**config.mk**
```make
export PLATFORM = sky130hd
export DESIGN_NAME = sy_l2_tl_arb
export DESIGN_NICKNAME = d
export VERILOG_FILES = /design/src/rtl/sy_l2_tl_arb.sv
export SDC_FILE = /design/constraint.sdc
export NUM_CORES = 1
export LEC_CHECK = 0
export ABC_AREA = 1
export BUFFER_PORTS_ARGS = -buffer_cell sky130_fd_sc_hd__buf_2
export CELL_PAD_IN_SITES_DETAIL_PLACEMENT = 1
export CELL_PAD_IN_SITES_GLOBAL_PLACEMENT = 1
export CORE_AREA = 2 2 211 213
export DETAILED_ROUTE_END_ITERATION = 6
export DIE_AREA = 0 0 213 215
export PLACE_DENSITY_LB_ADDON = 0.1
export REMOVE_ABC_BUFFERS = 1
export SLEW_MARGIN = 40
export SYNTH_ARGS = -nofsm -noshare
export SYNTH_HDL_FRONTEND = slang
export SYNTH_SLANG_ARGS = --single-unit
```
**constraint.sdc**
```tcl
create_clock -name clk_i -period 3.52 [get_ports clk_i]
set_input_delay 1.056 -clock clk_i [delete_from_list [all_inputs] [get_ports clk_i]]
set_output_delay 1.056 -clock clk_i [all_outputs]
set_load 0.05 [all_outputs]
```
**src/rtl/sy_l2_tl_arb.sv**
```systemverilog
// sy_l2_tl_arb: arbitrates NUM_CLIENTS TileLink-UL requesters onto the single L2 A channel
// and routes L2 D-channel responses back to the owning client by source ID.
// Multi-beat Put bursts stay atomic; each client is limited to MAX_OUTST outstanding requests.
// Build option: define SY_L2_ARB_FIXED_PRIO_EN for fixed priority (lowest index wins)
// instead of round-robin.

package tl_pkg;
   localparam int unsigned SizeW = 3;
   localparam int unsigned SrcW  = 8;

   localparam logic [2:0] OpPutFullData    = 3'd0;
   localparam logic [2:0] OpPutPartialData = 3'd1;
   localparam logic [2:0] OpGet            = 3'd4;
   localparam logic [2:0] OpAccessAck      = 3'd0;
   localparam logic [2:0] OpAccessAckData  = 3'd1;

   typedef struct packed {
      logic [2:0]       opcode;
      logic [2:0]       param;
      logic [SizeW-1:0] size;
      logic [SrcW-1:0]  source;
      logic [31:0]      address;
      logic [7:0]       mask;
      logic [63:0]      data;
      logic             corrupt;
   } A_chan_bits_t;

   typedef struct packed {
      logic [2:0]       opcode;
      logic [1:0]       param;
      logic [SizeW-1:0] size;
      logic [SrcW-1:0]  source;
      logic             sink;
      logic             denied;
      logic [63:0]      data;
      logic             corrupt;
   } D_chan_bits_t;
endpackage

module sy_l2_tl_arb #(
   parameter int unsigned NUM_CLIENTS = 2,
   parameter int unsigned BEAT_BYTES  = 8,
   parameter int unsigned SRC_LSB     = 4,
   parameter int unsigned MAX_OUTST   = 4
) (
   input  logic                            clk_i,
   input  logic                            rst_i,
   input  logic [NUM_CLIENTS-1:0]          cli_A_valid_i,
   output logic [NUM_CLIENTS-1:0]          cli_A_ready_o,
   input  tl_pkg::A_chan_bits_t            cli_A_bits_i [NUM_CLIENTS],
   output logic [NUM_CLIENTS-1:0]          cli_D_valid_o,
   input  logic [NUM_CLIENTS-1:0]          cli_D_ready_i,
   output tl_pkg::D_chan_bits_t            cli_D_bits_o,
   output logic                            l2_A_valid_o,
   input  logic                            l2_A_ready_i,
   output tl_pkg::A_chan_bits_t            l2_A_bits_o,
   input  logic                            l2_D_valid_i,
   output logic                            l2_D_ready_o,
   input  tl_pkg::D_chan_bits_t            l2_D_bits_i
);

   localparam int unsigned IDX_W  = (NUM_CLIENTS > 1) ? $clog2(NUM_CLIENTS) : 1;
   localparam int unsigned CNT_W  = 4;
   localparam int unsigned BEAT_W = 8;
   localparam int unsigned LOG_BB = $clog2(BEAT_BYTES);

   typedef enum logic [0:0] {StIdle, StBurst} state_e;

   // Beats remaining after the first one for a transfer of 2^sz bytes.
   function automatic logic [BEAT_W-1:0] beats_m1(input logic [tl_pkg::SizeW-1:0] sz);
      int unsigned s;
      s = 32'(sz);
      if (s > LOG_BB) begin
         return BEAT_W'((32'd1 << (s - LOG_BB)) - 32'd1);
      end
      return '0;
   endfunction

   state_e                       state_q, state_d;
   logic [IDX_W-1:0]             rr_ptr_q, rr_ptr_d;
   logic [CNT_W-1:0]             outst_cnt_q [NUM_CLIENTS];
   logic [CNT_W-1:0]             outst_cnt_d [NUM_CLIENTS];
   logic [BEAT_W-1:0]            a_beat_cnt_q, a_beat_cnt_d;
   logic [BEAT_W-1:0]            d_beat_cnt_q, d_beat_cnt_d;
   logic [IDX_W-1:0]             burst_idx_q, burst_idx_d;
   logic                         hold_q, hold_d;
   logic [IDX_W-1:0]             hold_idx_q, hold_idx_d;

   logic [NUM_CLIENTS-1:0]       eligible;
   logic                         pick_found;
   logic [IDX_W-1:0]             pick_idx;
   logic [IDX_W-1:0]             sel;
   logic                         a_req;
   logic                         a_hs;
   logic                         a_first_hs;
   tl_pkg::A_chan_bits_t         sel_bits;
   logic                         put_burst;

   logic [tl_pkg::SrcW-1:0]      dst;
   logic                         dst_ok;
   logic                         d_hs;
   logic                         d_last;
   logic                         d_last_hs;
   logic                         data_burst;

   // A client may compete only while it has request credit left.
   always_comb begin
      for (int unsigned i = 0; i < NUM_CLIENTS; i++) begin
         eligible[i] = cli_A_valid_i[i] && (outst_cnt_q[i] < CNT_W'(MAX_OUTST));
      end
   end

   // Arbitration pick among eligible clients.
   always_comb begin
      pick_found = 1'b0;
      pick_idx   = '0;
`ifdef SY_L2_ARB_FIXED_PRIO_EN
      for (int unsigned k = 0; k < NUM_CLIENTS; k++) begin
         if (!pick_found && eligible[IDX_W'(k)]) begin
            pick_found = 1'b1;
            pick_idx   = IDX_W'(k);
         end
      end
`else
      for (int unsigned k = 0; k < NUM_CLIENTS; k++) begin
         int unsigned idx;
         idx = 32'(rr_ptr_q) + k;
         if (idx >= NUM_CLIENTS) idx = idx - NUM_CLIENTS;
         if (!pick_found && eligible[IDX_W'(idx)]) begin
            pick_found = 1'b1;
            pick_idx   = IDX_W'(idx);
         end
      end
`endif
   end

   // Effective selection: burst owner, then a stalled grant, else the fresh pick.
   always_comb begin
      sel   = pick_idx;
      a_req = pick_found;
      if (state_q == StBurst) begin
         sel   = burst_idx_q;
         a_req = cli_A_valid_i[burst_idx_q];
      end else if (hold_q) begin
         sel   = hold_idx_q;
         a_req = cli_A_valid_i[hold_idx_q];
      end
      if (rst_i) begin
         a_req = 1'b0;
      end
   end

   assign sel_bits  = cli_A_bits_i[sel];
   assign a_hs      = a_req && l2_A_ready_i;
   assign put_burst = ((sel_bits.opcode == tl_pkg::OpPutFullData) ||
                       (sel_bits.opcode == tl_pkg::OpPutPartialData)) &&
                      (32'(sel_bits.size) > LOG_BB);

   // A-channel mux and ready steering; outputs are forced to zero while in reset.
   always_comb begin
      l2_A_valid_o  = a_req;
      l2_A_bits_o   = a_req ? sel_bits : '0;
      cli_A_ready_o = '0;
      if (a_req) begin
         cli_A_ready_o[sel] = l2_A_ready_i;
      end
   end

   // Arbiter FSM next state: burst tracking, grant hold and round-robin pointer.
   always_comb begin
      state_d      = state_q;
      rr_ptr_d     = rr_ptr_q;
      a_beat_cnt_d = a_beat_cnt_q;
      burst_idx_d  = burst_idx_q;
      hold_d       = hold_q;
      hold_idx_d   = hold_idx_q;
      a_first_hs   = 1'b0;
      unique case (state_q)
         StIdle: begin
            // Lock the grant while the L2 back-pressures a presented request.
            hold_d     = a_req && !l2_A_ready_i;
            hold_idx_d = sel;
            if (a_hs) begin
               a_first_hs = 1'b1;
`ifndef SY_L2_ARB_FIXED_PRIO_EN
               rr_ptr_d = (32'(sel) == NUM_CLIENTS - 1) ? '0 : sel + 1'b1;
`endif
               if (put_burst) begin
                  a_beat_cnt_d = beats_m1(sel_bits.size);
                  burst_idx_d  = sel;
                  state_d      = StBurst;
               end
            end
         end
         StBurst: begin
            hold_d = 1'b0;
            if (a_hs) begin
               a_beat_cnt_d = a_beat_cnt_q - 1'b1;
               if (a_beat_cnt_q == BEAT_W'(1)) begin
                  state_d = StIdle;
               end
            end
         end
      endcase
   end

   assign dst    = l2_D_bits_i.source >> SRC_LSB;
   assign dst_ok = 32'(dst) < NUM_CLIENTS;

   // D routing by source; responses for nonexistent clients are sunk.
   always_comb begin
      cli_D_valid_o = '0;
      l2_D_ready_o  = 1'b1;
      if (dst_ok) begin
         cli_D_valid_o[dst[IDX_W-1:0]] = l2_D_valid_i;
         l2_D_ready_o                  = cli_D_ready_i[dst[IDX_W-1:0]];
      end
      if (rst_i) begin
         cli_D_valid_o = '0;
         l2_D_ready_o  = 1'b0;
      end
   end

   assign cli_D_bits_o = rst_i ? '0 : l2_D_bits_i;
   assign d_hs         = l2_D_valid_i && l2_D_ready_o;
   assign data_burst   = (l2_D_bits_i.opcode == tl_pkg::OpAccessAckData) &&
                         (32'(l2_D_bits_i.size) > LOG_BB);

   // D beat counter: detects the final beat of each (contiguous) response.
   always_comb begin
      d_beat_cnt_d = d_beat_cnt_q;
      d_last       = 1'b1;
      if (d_beat_cnt_q != '0) begin
         d_last = (d_beat_cnt_q == BEAT_W'(1));
      end else if (data_burst) begin
         d_last = 1'b0;
      end
      if (d_hs) begin
         if (d_beat_cnt_q != '0) begin
            d_beat_cnt_d = d_beat_cnt_q - 1'b1;
         end else if (data_burst) begin
            d_beat_cnt_d = beats_m1(l2_D_bits_i.size);
         end
      end
   end

   assign d_last_hs = d_hs && d_last && dst_ok;

   // Outstanding counters: +1 on first A beat, -1 on last D beat, both cancel.
   always_comb begin
      for (int unsigned i = 0; i < NUM_CLIENTS; i++) begin
         logic inc;
         logic dec;
         inc = a_first_hs && (32'(sel) == i);
         dec = d_last_hs && (32'(dst) == i);
         outst_cnt_d[i] = outst_cnt_q[i];
         if (inc && !dec) begin
            outst_cnt_d[i] = outst_cnt_q[i] + 1'b1;
         end else if (dec && !inc && (outst_cnt_q[i] != '0)) begin
            outst_cnt_d[i] = outst_cnt_q[i] - 1'b1;
         end
      end
   end

   // State registers with asynchronous reset.
   always_ff @(posedge clk_i or posedge rst_i) begin
      if (rst_i) begin
         state_q      <= StIdle;
         rr_ptr_q     <= '0;
         a_beat_cnt_q <= '0;
         d_beat_cnt_q <= '0;
         burst_idx_q  <= '0;
         hold_q       <= 1'b0;
         hold_idx_q   <= '0;
         for (int unsigned i = 0; i < NUM_CLIENTS; i++) begin
            outst_cnt_q[i] <= '0;
         end
      end else begin
         state_q      <= state_d;
         rr_ptr_q     <= rr_ptr_d;
         a_beat_cnt_q <= a_beat_cnt_d;
         d_beat_cnt_q <= d_beat_cnt_d;
         burst_idx_q  <= burst_idx_d;
         hold_q       <= hold_d;
         hold_idx_q   <= hold_idx_d;
         for (int unsigned i = 0; i < NUM_CLIENTS; i++) begin
            outst_cnt_q[i] <= outst_cnt_d[i];
         end
      end
   end

endmodule

```
==> flow_summary.json, run 1 <==
{
  "clk_latency_ns": 0.28,
  "synth_area_leaders": "nand2_1, dfrtp_1, a21oi_1",
  "grt_pass1_vias": 8589,
  "comb_power_share": 0.678,
  "netSwitchingFraction": 0.502,
  "finalHoldViolCount": 0,
  "critPathKind": "primary input to output pin",
  "vias_per_cell": 3.94,
  "dpl.hpwl_um": 33800,
  "final_common_cell": "buf_2",
  "crit_chain": "buf_8 -> nand3_1 -> nand2_1 -> nand3_1 -> nand2_2 -> nand2_8 -> clkinv_8 -> buf_4 -> buf_12 -> nand2_1 -> a21oi_1 -> buf_4",
  "status": "finished, violations left",
  "tightestPinTransition_ns": 0.459,
  "grt_max_degree": 85,
  "clock_sinks": 29,
  "slowest_delay_ns": 0.25,
  "layout_setup_ws_ns": -0.0388,
  "netlist.top_cell.by_area": "nand2_1",
  "gp_congestion": 0.888,
  "cp_top_family": "buffers and inverters",
  "clock-skew-final_ns": 0.00737,
  "final_cell_mix": "buf_2, nand2_1, inv_1",
  "synth-edff-count": 0,
  "timing.max_cap.violations": 0,
  "final_area_um2": 11400,
  "port_buffers": 545,
  "wirelength_um": 41300,
  "synth_cells": 921,
  "p_switching_mw": 1.45,
  "finalSetupViolations": 13,
  "slew_violations": 0,
  "start_util": 0.110,
  "violations": "negative setup slack",
  "cts_max_level": 2,
  "critPathBufInv": 5,
  "drtIter0Drc": 233,
  "cts_hold_buf": 0,
  "cts_made_buffers": 5,
  "rsz0062_at_grt": "true",
  "io_pins": 546,
  "cp_max_fo": 9,
  "internal_power_mw": 1.44,
  "clockPowerShare": 0.145,
  "cts_tree": "yes",
  "fmax_ghz": 0.281,
  "routedWlPerCell_um": 19.6,
  "nNetsFinal": 1861,
  "ys_types": 47,
  "grt_antenna_before_repair": 13,
  "overflow": 0,
  "leakagePower_nw": 5.85,
  "placed_area_um2": 9340,
  "p_per_area_nw_per_um2": 253,
  "grt_pass1_wl_um": 54500,
  "antenna_left": 0,
  "via_count": 8299,
  "pre_cts_ws_ns": -0.231,
  "tns_ns": -0.149,
  "path_clk_slew_ns": 0.05,
  "slowest_stage": "buf_4",
  "finalCriticalPeriod_ns": 3.56,
  "die_w_um": 213,
  "die_area_um2": 45800,
  "drc_errors": 0,
  "finalCritPeriodShare": 1.01,
  "avgSynthCellArea_um2": 5.22,
  "cts-root-buf": "clkbuf_16",
  "critPathRequiredTime_ns": 2.46,
  "seq_power_share": 0.178,
  "synth_top_area_frac": 0.225,
  "async_reset_ff_frac": 1.00,
  "slew_headroom": 0.689,
  "core.rowCount": 77,
  "ys_warn_count": 0,
  "synthesis.area_um2": 4810,
  "hold_class": "register to register",
  "peakVddDrop_uv": 146,
  "ys_ff_latch": 29,
  "synth_ff_type": "dfrtp_1",
  "drt_first_pass_iters": 4,
  "end_kind": "output pin",
  "holdWs_ns": 0.496,
  "area_growth_pct": 138,
  "start_kind": "primary input",
  "grt_usage": 0.160,
  "crit_arrival_ns": 2.50,
  "drive_gt1_frac": 0.538,
  "die_h_um": 215,
  "coreArea_um2": 43600,
  "cts_buffer_depth": 2,
  "ys_seq_area_frac": 0.151
}
[cell type report]
type | count | area, um^2
timing repair inverter | 1 | 16.3
inverter | 139 | 534
multi-input combinational | 701 | 4160
fill | 5507 | 32200
antenna | 5 | 12.5
clock inverter | 2 | 10.0
tap | 592 | 741
timing repair buffer | 634 | 5110
clock buffer | 6 | 129
sequential | 29 | 726
[flip-flops by register name, indices dropped and copies added, names as in the netlist]
signal        cells
a_beat_cnt_q      8
outst_cnt_q       8
hold_q            1
state_q           1
hold_idx_q        1
burst_idx_q       1
rr_ptr_q          1
d_beat_cnt_q      8
[final timing paths]
check	cells after the start	slack (ns)	end	startpoint
max	12	-0.04	l2_A_bits_o[78]	cli_A_valid_i[1]
min	2	0.50	outst_cnt_q[3]	outst_cnt_q[3]
max reg2reg	19	0.47	outst_cnt_q[7]	outst_cnt_q[6]
min reg2reg	2	0.50	outst_cnt_q[3]	outst_cnt_q[3]
max in group asynchronous	3	2.16	outst_cnt_q[0]	rst_i
min in group asynchronous	3	1.10	a_beat_cnt_q[3]	rst_i
[Yosys cell counts (3+ instances only)]
cell and number:
xor2_1 3, nor2_4 5, clkbuf_1 38, dfrtp_1 29, ha_1 13, inv_1 127
buf_2 7, o21ai_1 3, nor2_2 4, nor3_1 8, nand2_2 14, a21oi_1 133
nand3_1 28, nor4_1 3, o21ai_0 24, buf_1 4, nand2_1 288, a21oi_2 4
inv_2 10, or2_1 3, nand4_1 4, o22ai_1 5, nand3b_1 3, xnor2_1 4
nor2_1 126
[power by group through the flow]
stage                     Sequential (mW)  Clock, mW  Combinational, mW
final                               0.515      0.418               1.96
after global routing                0.531      0.450               2.12
after CTS                           0.516      0.433               1.79
after detailed placement            0.519          0               1.72
after global placement              0.518          0               1.71
after floorplan                     0.497          0               1.01
[routing by layer]
layer | GRT usage | wire, um | part of all wire
met5 | 0 | 112 | 0.0027
met4 | 0.0522 | 1230 | 0.030
met3 | 0.0533 | 3470 | 0.084
met2 | 0.313 | 22000 | 0.53
met1 | 0.154 | 14400 | 0.35
[worst register-to-register path, delay by kind of cell (launching register included)]
kind | cells | cell delay [ns]
xor gates and xnor gates | 1 | 0.16
buffers and inverters | 2 | 0.32
DFF | 1 | 0.40
AOI/OAI and AO/OA | 3 | 0.52
and+or+nand+nor | 12 | 1.27
adders and majority gates | 1 | 0.29
[kinds of logic (layout without fill, tap and decap cells)]
kind of cell,after synthesis,count (layout),share of synthesized area
AO/OA/AOI/OAI,186,186,0.210
XOR/XNOR,7,7,0.0128
adder cells (fa/ha/maj),15,15,0.0422
buffers and inverters,191,782,0.154
flip-flops,29,29,0.151
other,0,5,0
AND/OR/NAND/NOR,493,493,0.431
[metrics by stage]
stage | util | total power, mW | std cells
6_report | 0.262 | 2.89 | 2109
2_1_floorplan | - | 1.51 | 869
3_5_place_dp | 0.214 | 2.24 | 2072
3_3_place_gp | 0.214 | 2.23 | 2072
4_1_cts | 0.229 | 2.74 | 2081
5_1_grt | 0.262 | 3.10 | 2108
[what timing repair did]
action                                  in CTS  in global routing
endpoints found under the setup margin     119                125
setup buffers                                0                  6
gates cloned                                 1                 17
pin swaps                                    6                 21
gates resized for setup                    147                239
(Power assumes the default switching activity.)
==> inputs of run 2 (changes only) <==
SETUP_SLACK_MARGIN = 0.05   (was unset)
==> run 2 against run 1 <==
Net effect: register-to-register slack got worse by 0.05 ns; highest routed layer unchanged; fmax decreased by 0.32%; combinational power increased by 9%; first-iteration DRC count decreased by 6.4%; wire length increased by 4.9%; cell count increased by 1.8%; non-clock buffer count increased by 36; sequential share of layout area decreased by 0.67 points; sequential power about the same; critical endpoint is now l2_A_bits_o[57]; die area unchanged; critical path depth decreased by 1; the flow still finishes with violations (negative setup slack); clock power about the same.
==> flow_summary.json, run 2 (synthesized netlist as in run 1, its figures left out) <==
{
  "status": "finished, violations left",
  "violations": "negative setup slack",
  "final_cell_mix": "buf_2, nand2_1, inv_1",
  "leakagePower_nw": 6.33,
  "drt_first_pass_iters": 4,
  "clock_sinks": 29,
  "cts_hold_buf": 0,
  "core.rowCount": 77,
  "start_util": 0.110,
  "drc_errors": 0,
  "path_clk_slew_ns": 0.05,
  "peakVddDrop_uv": 146,
  "critPathKind": "primary input to output pin",
  "cts_tree": "yes",
  "finalSetupViolations": 31,
  "end_kind": "output pin",
  "grt_pass1_wl_um": 55700,
  "crit_arrival_ns": 2.51,
  "via_count": 8509,
  "nNetsFinal": 1897,
  "drive_gt1_frac": 0.601,
  "tightestPinTransition_ns": 0.459,
  "cp_max_fo": 7,
  "overflow": 0,
  "hold_depth": 2,
  "rsz0062_at_grt": "true",
  "drtIter0Drc": 218,
  "cts_made_buffers": 5,
  "clock-skew-final_ns": 0.00734,
  "final_cells": 2146,
  "slew_violations": 0,
  "finalHoldViolCount": 0,
  "grt_usage": 0.164,
  "cts-root-buf": "clkbuf_16",
  "finalCriticalPeriod_ns": 3.57,
  "routedWlPerCell_um": 20.2,
  "coreArea_um2": 43600,
  "cts_max_level": 2,
  "start_kind": "primary input",
  "fmax_ghz": 0.280,
  "gp_congestion": 0.888,
  "critPathRequiredTime_ns": 2.46,
  "pre_cts_ws_ns": -0.231,
  "p_per_area_nw_per_um2": 240,
  "slew_headroom": 0.689,
  "area_growth_pct": 166,
  "finalCritPeriodShare": 1.01,
  "dpl.cell_count": 2072,
  "die_h_um": 215,
  "antenna_left": 0,
  "tns_ns": -0.396,
  "grt_max_degree": 85,
  "ff2ff_path_depth": 19,
  "hold_class": "register to register",
  "clk_latency_ns": 0.28,
  "grt_antenna_before_repair": 11,
  "wirelength_um": 43300,
  "p_total_mw": 3.07,
  "fillers": 5385,
  "reg_top3": "a_beat_cnt_q (8), d_beat_cnt_q (8), outst_cnt_q (8)",
  "dpl.hpwl_um": 33800,
  "die_w_um": 213,
  "die_area_um2": 45800,
  "final_common_cell": "buf_2",
  "holdWs_ns": 0.496,
  "port_buffers": 545,
  "timing.max_cap.violations": 0,
  "io_pins": 546,
  "vias_per_cell": 3.97,
  "grt_pass1_vias": 8682,
  "layout_setup_ws_ns": -0.0502,
  "cts_buffer_depth": 2
}
[run 2: changes by cell type in the layout (fill, tap and decap cells not counted), sizes merged]
cell,delta
buf,+24
clkbuf,+12
diode,+1
[run 2: path summary, 6_finish.rpt]
path | from | to | slack (ns)
max reg2reg | outst_cnt_q[6] | outst_cnt_q[3] | 0.42
max | cli_A_valid_i[1] | l2_A_bits_o[57] | -0.05
min in group asynchronous | rst_i | a_beat_cnt_q[3] | 1.11
min reg2reg | outst_cnt_q[3] | outst_cnt_q[3] | 0.50
min | outst_cnt_q[3] | outst_cnt_q[3] | 0.50
max in group asynchronous | rst_i | outst_cnt_q[0] | 2.16
[run 2: power breakdown]
part	internal [mW]	leakage, nW	total (mW)	switching, mW
combinational	0.860	5.92	2.14	1.28
clock	0.260	0.0707	0.419	0.159
sequential	0.426	0.340	0.515	0.0881
total	1.55	6.33	3.07	1.53
[run 2: cell type report]
cell class / instances / area (um^2) / share of cell area
clock buffers: 6 / 129 / 0.0101
diodes: 6 / 15.0 / 0.00117
flip-flops and latches: 29 / 726 / 0.0567
multi-input cells: 701 / 4700 / 0.367
well taps: 592 / 741 / 0.0579
clock inverters: 2 / 10.0 / 0.000782
repair buffers: 670 / 5920 / 0.463
repair inverters: 1 / 16.3 / 0.00127
inverters: 139 / 548 / 0.0428
[run 2: critical path: stages]
cell       delay (ns)
buf_8            0.07
buf_6            0.09
a21oi_2          0.04
o21ai_2          0.06
nand2_1          0.09
a21oi_2          0.17
nand2_4          0.17
buf_16           0.22
clkbuf_16        0.18
a21oi_2          0.16
buf_6            0.18
[run 2: per-layer routing]
metal | vias up | global-route usage | wire length (um)
li1 | 4139 | - | -
met1 | 3924 | 0.160 | 15300
met2 | 376 | 0.321 | 22800
met3 | 60 | 0.0500 | 3550
met4 | 10 | 0.0510 | 1560
met5 | - | 0 | 62
[run 2: per-stage QoR]
stage | cell area [um^2] | util
3_5_place_dp | 9340 | 0.214
5_1_grt | 12800 | 0.293
2_1_floorplan | 4590 | -
4_1_cts | 10300 | 0.237
6_report | 12800 | 0.293
3_3_place_gp | 9340 | 0.214
[run 2: what timing repair did]
item	CTS	global route
cloned	5	30
pin swaps	17	44
buffers inserted	5	22
endpoints found under the setup margin	123	127
endpoints found under the hold margin	0	0
gates resized for setup	202	371
==> inputs of run 3 (changes only) <==
ABC_CLOCK_PERIOD_IN_PS = 3520   (was unset)
CTS_BUF_LIST = sky130_fd_sc_hd__clkbuf_4   (was unset)
==> run 3 against run 2 <==
Net effect: the flow still finishes with violations (negative setup slack); combinational power decreased by 8%; die area unchanged; final area decreased by 11%; worst setup slack improved by 0.022 ns; cell count decreased by 1.6%; largest power group unchanged; clock-buffer cell count unchanged; flip-flop and latch count unchanged; register-to-register slack about the same; clock power decreased by 47%; non-clock buffer count decreased by 31; via count decreased by 2.7%; total power decreased by 12%.
==> flow_summary.json, run 3 (synthesized netlist as in run 1, its figures left out) <==
{
  "vias_per_cell": 3.92,
  "layout_setup_ws_ns": -0.0284,
  "final_area_um2": 11400,
  "reg_top3": "a_beat_cnt_q (8), d_beat_cnt_q (8), outst_cnt_q (8)",
  "post-route-util": 0.261,
  "finalHoldViolCount": 0,
  "rsz0062_at_grt": "true",
  "p_total_mw": 2.70,
  "drt_first_pass_iters": 4,
  "cts_buffer_depth": 2,
  "critPathRequiredTime_ns": 2.46,
  "port_buffers": 545,
  "cts-root-buf": "clkbuf_4",
  "gp_congestion": 0.888,
  "slew_violations": 0,
  "cts_made_buffers": 5,
  "worstReg2RegStart": "outst_cnt_q[6]",
  "die_w_um": 213,
  "finalCriticalPeriod_ns": 3.55,
  "final_common_cell": "buf_2",
  "nNetsFinal": 1865,
  "violations": "negative setup slack",
  "cts_tree": "yes",
  "path_clk_slew_ns": 0.11,
  "hold_start": "outst_cnt_q[3]",
  "clock_sinks": 29,
  "io_pins": 546,
  "cts_hold_buf": 0,
  "fmax_ghz": 0.282,
  "leakagePower_nw": 5.87,
  "cts_max_level": 2,
  "end_kind": "output pin",
  "start_util": 0.110,
  "timing.max_cap.violations": 0,
  "ff2ff_path_depth": 19,
  "peakVddDrop_uv": 126,
  "antenna_left": 0,
  "drive_gt1_frac": 0.543,
  "clock-skew-final_ns": 0.0208,
  "crit_arrival_ns": 2.49,
  "grt_pass1_wl_um": 56000,
  "min_to": "outst_cnt_q[3]",
  "grt_usage": 0.164,
  "grt_max_degree": 85,
  "status": "finished, violations left",
  "dpl.hpwl_um": 33800,
  "finalSetupViolations": 5,
  "finalCritPeriodShare": 1.01,
  "final_cell_mix": "buf_2, nand2_1, inv_1",
  "coreArea_um2": 43600,
  "p_per_area_nw_per_um2": 237,
  "cp_max_fo": 7,
  "slew_headroom": 0.696,
  "placed_area_um2": 9340,
  "overflow": 0,
  "clk_latency_ns": 0.34,
  "area_growth_pct": 137,
  "tightestPinTransition_ns": 0.449,
  "r2r-end": "outst_cnt_q[7]",
  "die_area_um2": 45800,
  "wirelength_um": 41300,
  "die_h_um": 215,
  "core.rowCount": 77,
  "drc_errors": 0,
  "routedWlPerCell_um": 19.6,
  "critPathKind": "primary input to output pin",
  "start_kind": "primary input",
  "hold_depth": 2,
  "drtIter0Drc": 273,
  "r2r_slack_ns": 0.43,
  "tns_ns": -0.0575,
  "grt_pass1_vias": 8626,
  "via_count": 8278,
  "grt_antenna_before_repair": 8,
  "hold_class": "register to register"
}
[run 3: changes by cell type in the layout (fill, tap and decap cells not counted), moves of 3 or more]
cell and change:
nand2_1 +54, a21oi_4 -36, nand2_2 -34, buf_8 -23, nand2_4 -20, a21oi_2 +19
clkbuf_16 -18, a21oi_1 +17, buf_4 +13, buf_12 -7, clkbuf_4 +6, nor2_1 +3
[run 3: cell type report]
| type | count | area [um^2] |
|---|---|---|
| sequential | 29 | 726 |
| timing repair buffer | 639 | 5220 |
| tap | 592 | 741 |
| inverter | 139 | 548 |
| clock buffer | 6 | 45.0 |
| fill | 5520 | 32200 |
| multi-input combinational | 701 | 4100 |
| antenna | 4 | 10.0 |
| clock inverter | 2 | 10.0 |
[run 3: layer usage]
layer	GRT usage	routed length, um	up-vias
met4	0.0308	763	12
met1	0.161	14600	3833
met5	0	76	-
li1	-	-	4060
met2	0.331	22500	337
met3	0.0484	3370	36
[run 3: through the flow]
step	hold WS, ns	setup slack [ns]	cells
floorplan	0.450	-1.50	869
global placement	0.474	-0.230	2072
detailed placement	0.493	-0.231	2072
CTS	0.519	-0.0608	2090
global route	0.537	-0.0865	2109
finish	0.510	-0.0284	2112
[run 3: worst max path at each step]
| stage | startpoint | end | depth (start not counted) | slack (ns) |
|---|---|---|---|---|
| detailed placement | cli_A_valid_i[1] | l2_A_bits_o[90] | 12 | -0.23 |
| global placement | cli_A_valid_i[1] | l2_A_bits_o[42] | 11 | -0.23 |
| global route | cli_A_valid_i[1] | l2_A_bits_o[81] | 11 | -0.09 |
| finish | cli_A_valid_i[1] | l2_A_bits_o[57] | 11 | -0.03 |
| CTS | cli_A_valid_i[0] | l2_A_bits_o[82] | 10 | -0.06 |
| floorplan | rst_i | l2_A_bits_o[0] | 3 | -1.50 |
[run 3: critical path, stage by stage]
cell       delay (ns)
buf_8            0.07
buf_6            0.09
a21oi_2          0.05
o21ai_2          0.06
nand2_1          0.09
a21oi_2          0.17
nand2_4          0.16
buf_16           0.21
clkbuf_16        0.19
a21oi_2          0.16
buf_6            0.18
[run 3: repair_timing]
item,4_1_cts,5_1_grt
pin swaps,17,10
gates cloned,5,12
setup buffers,5,7
gates resized for setup,202,185
endpoints found under the setup margin,123,125
hold endpoints to repair,0,0
[run 3: power breakdown]
group          internal (mW)  total (mW)  switching (mW)  leakage [nW]
clock                 0.0839       0.222           0.138        0.0355
sequential             0.425       0.514          0.0889         0.340
combinational          0.765        1.97            1.20          5.50
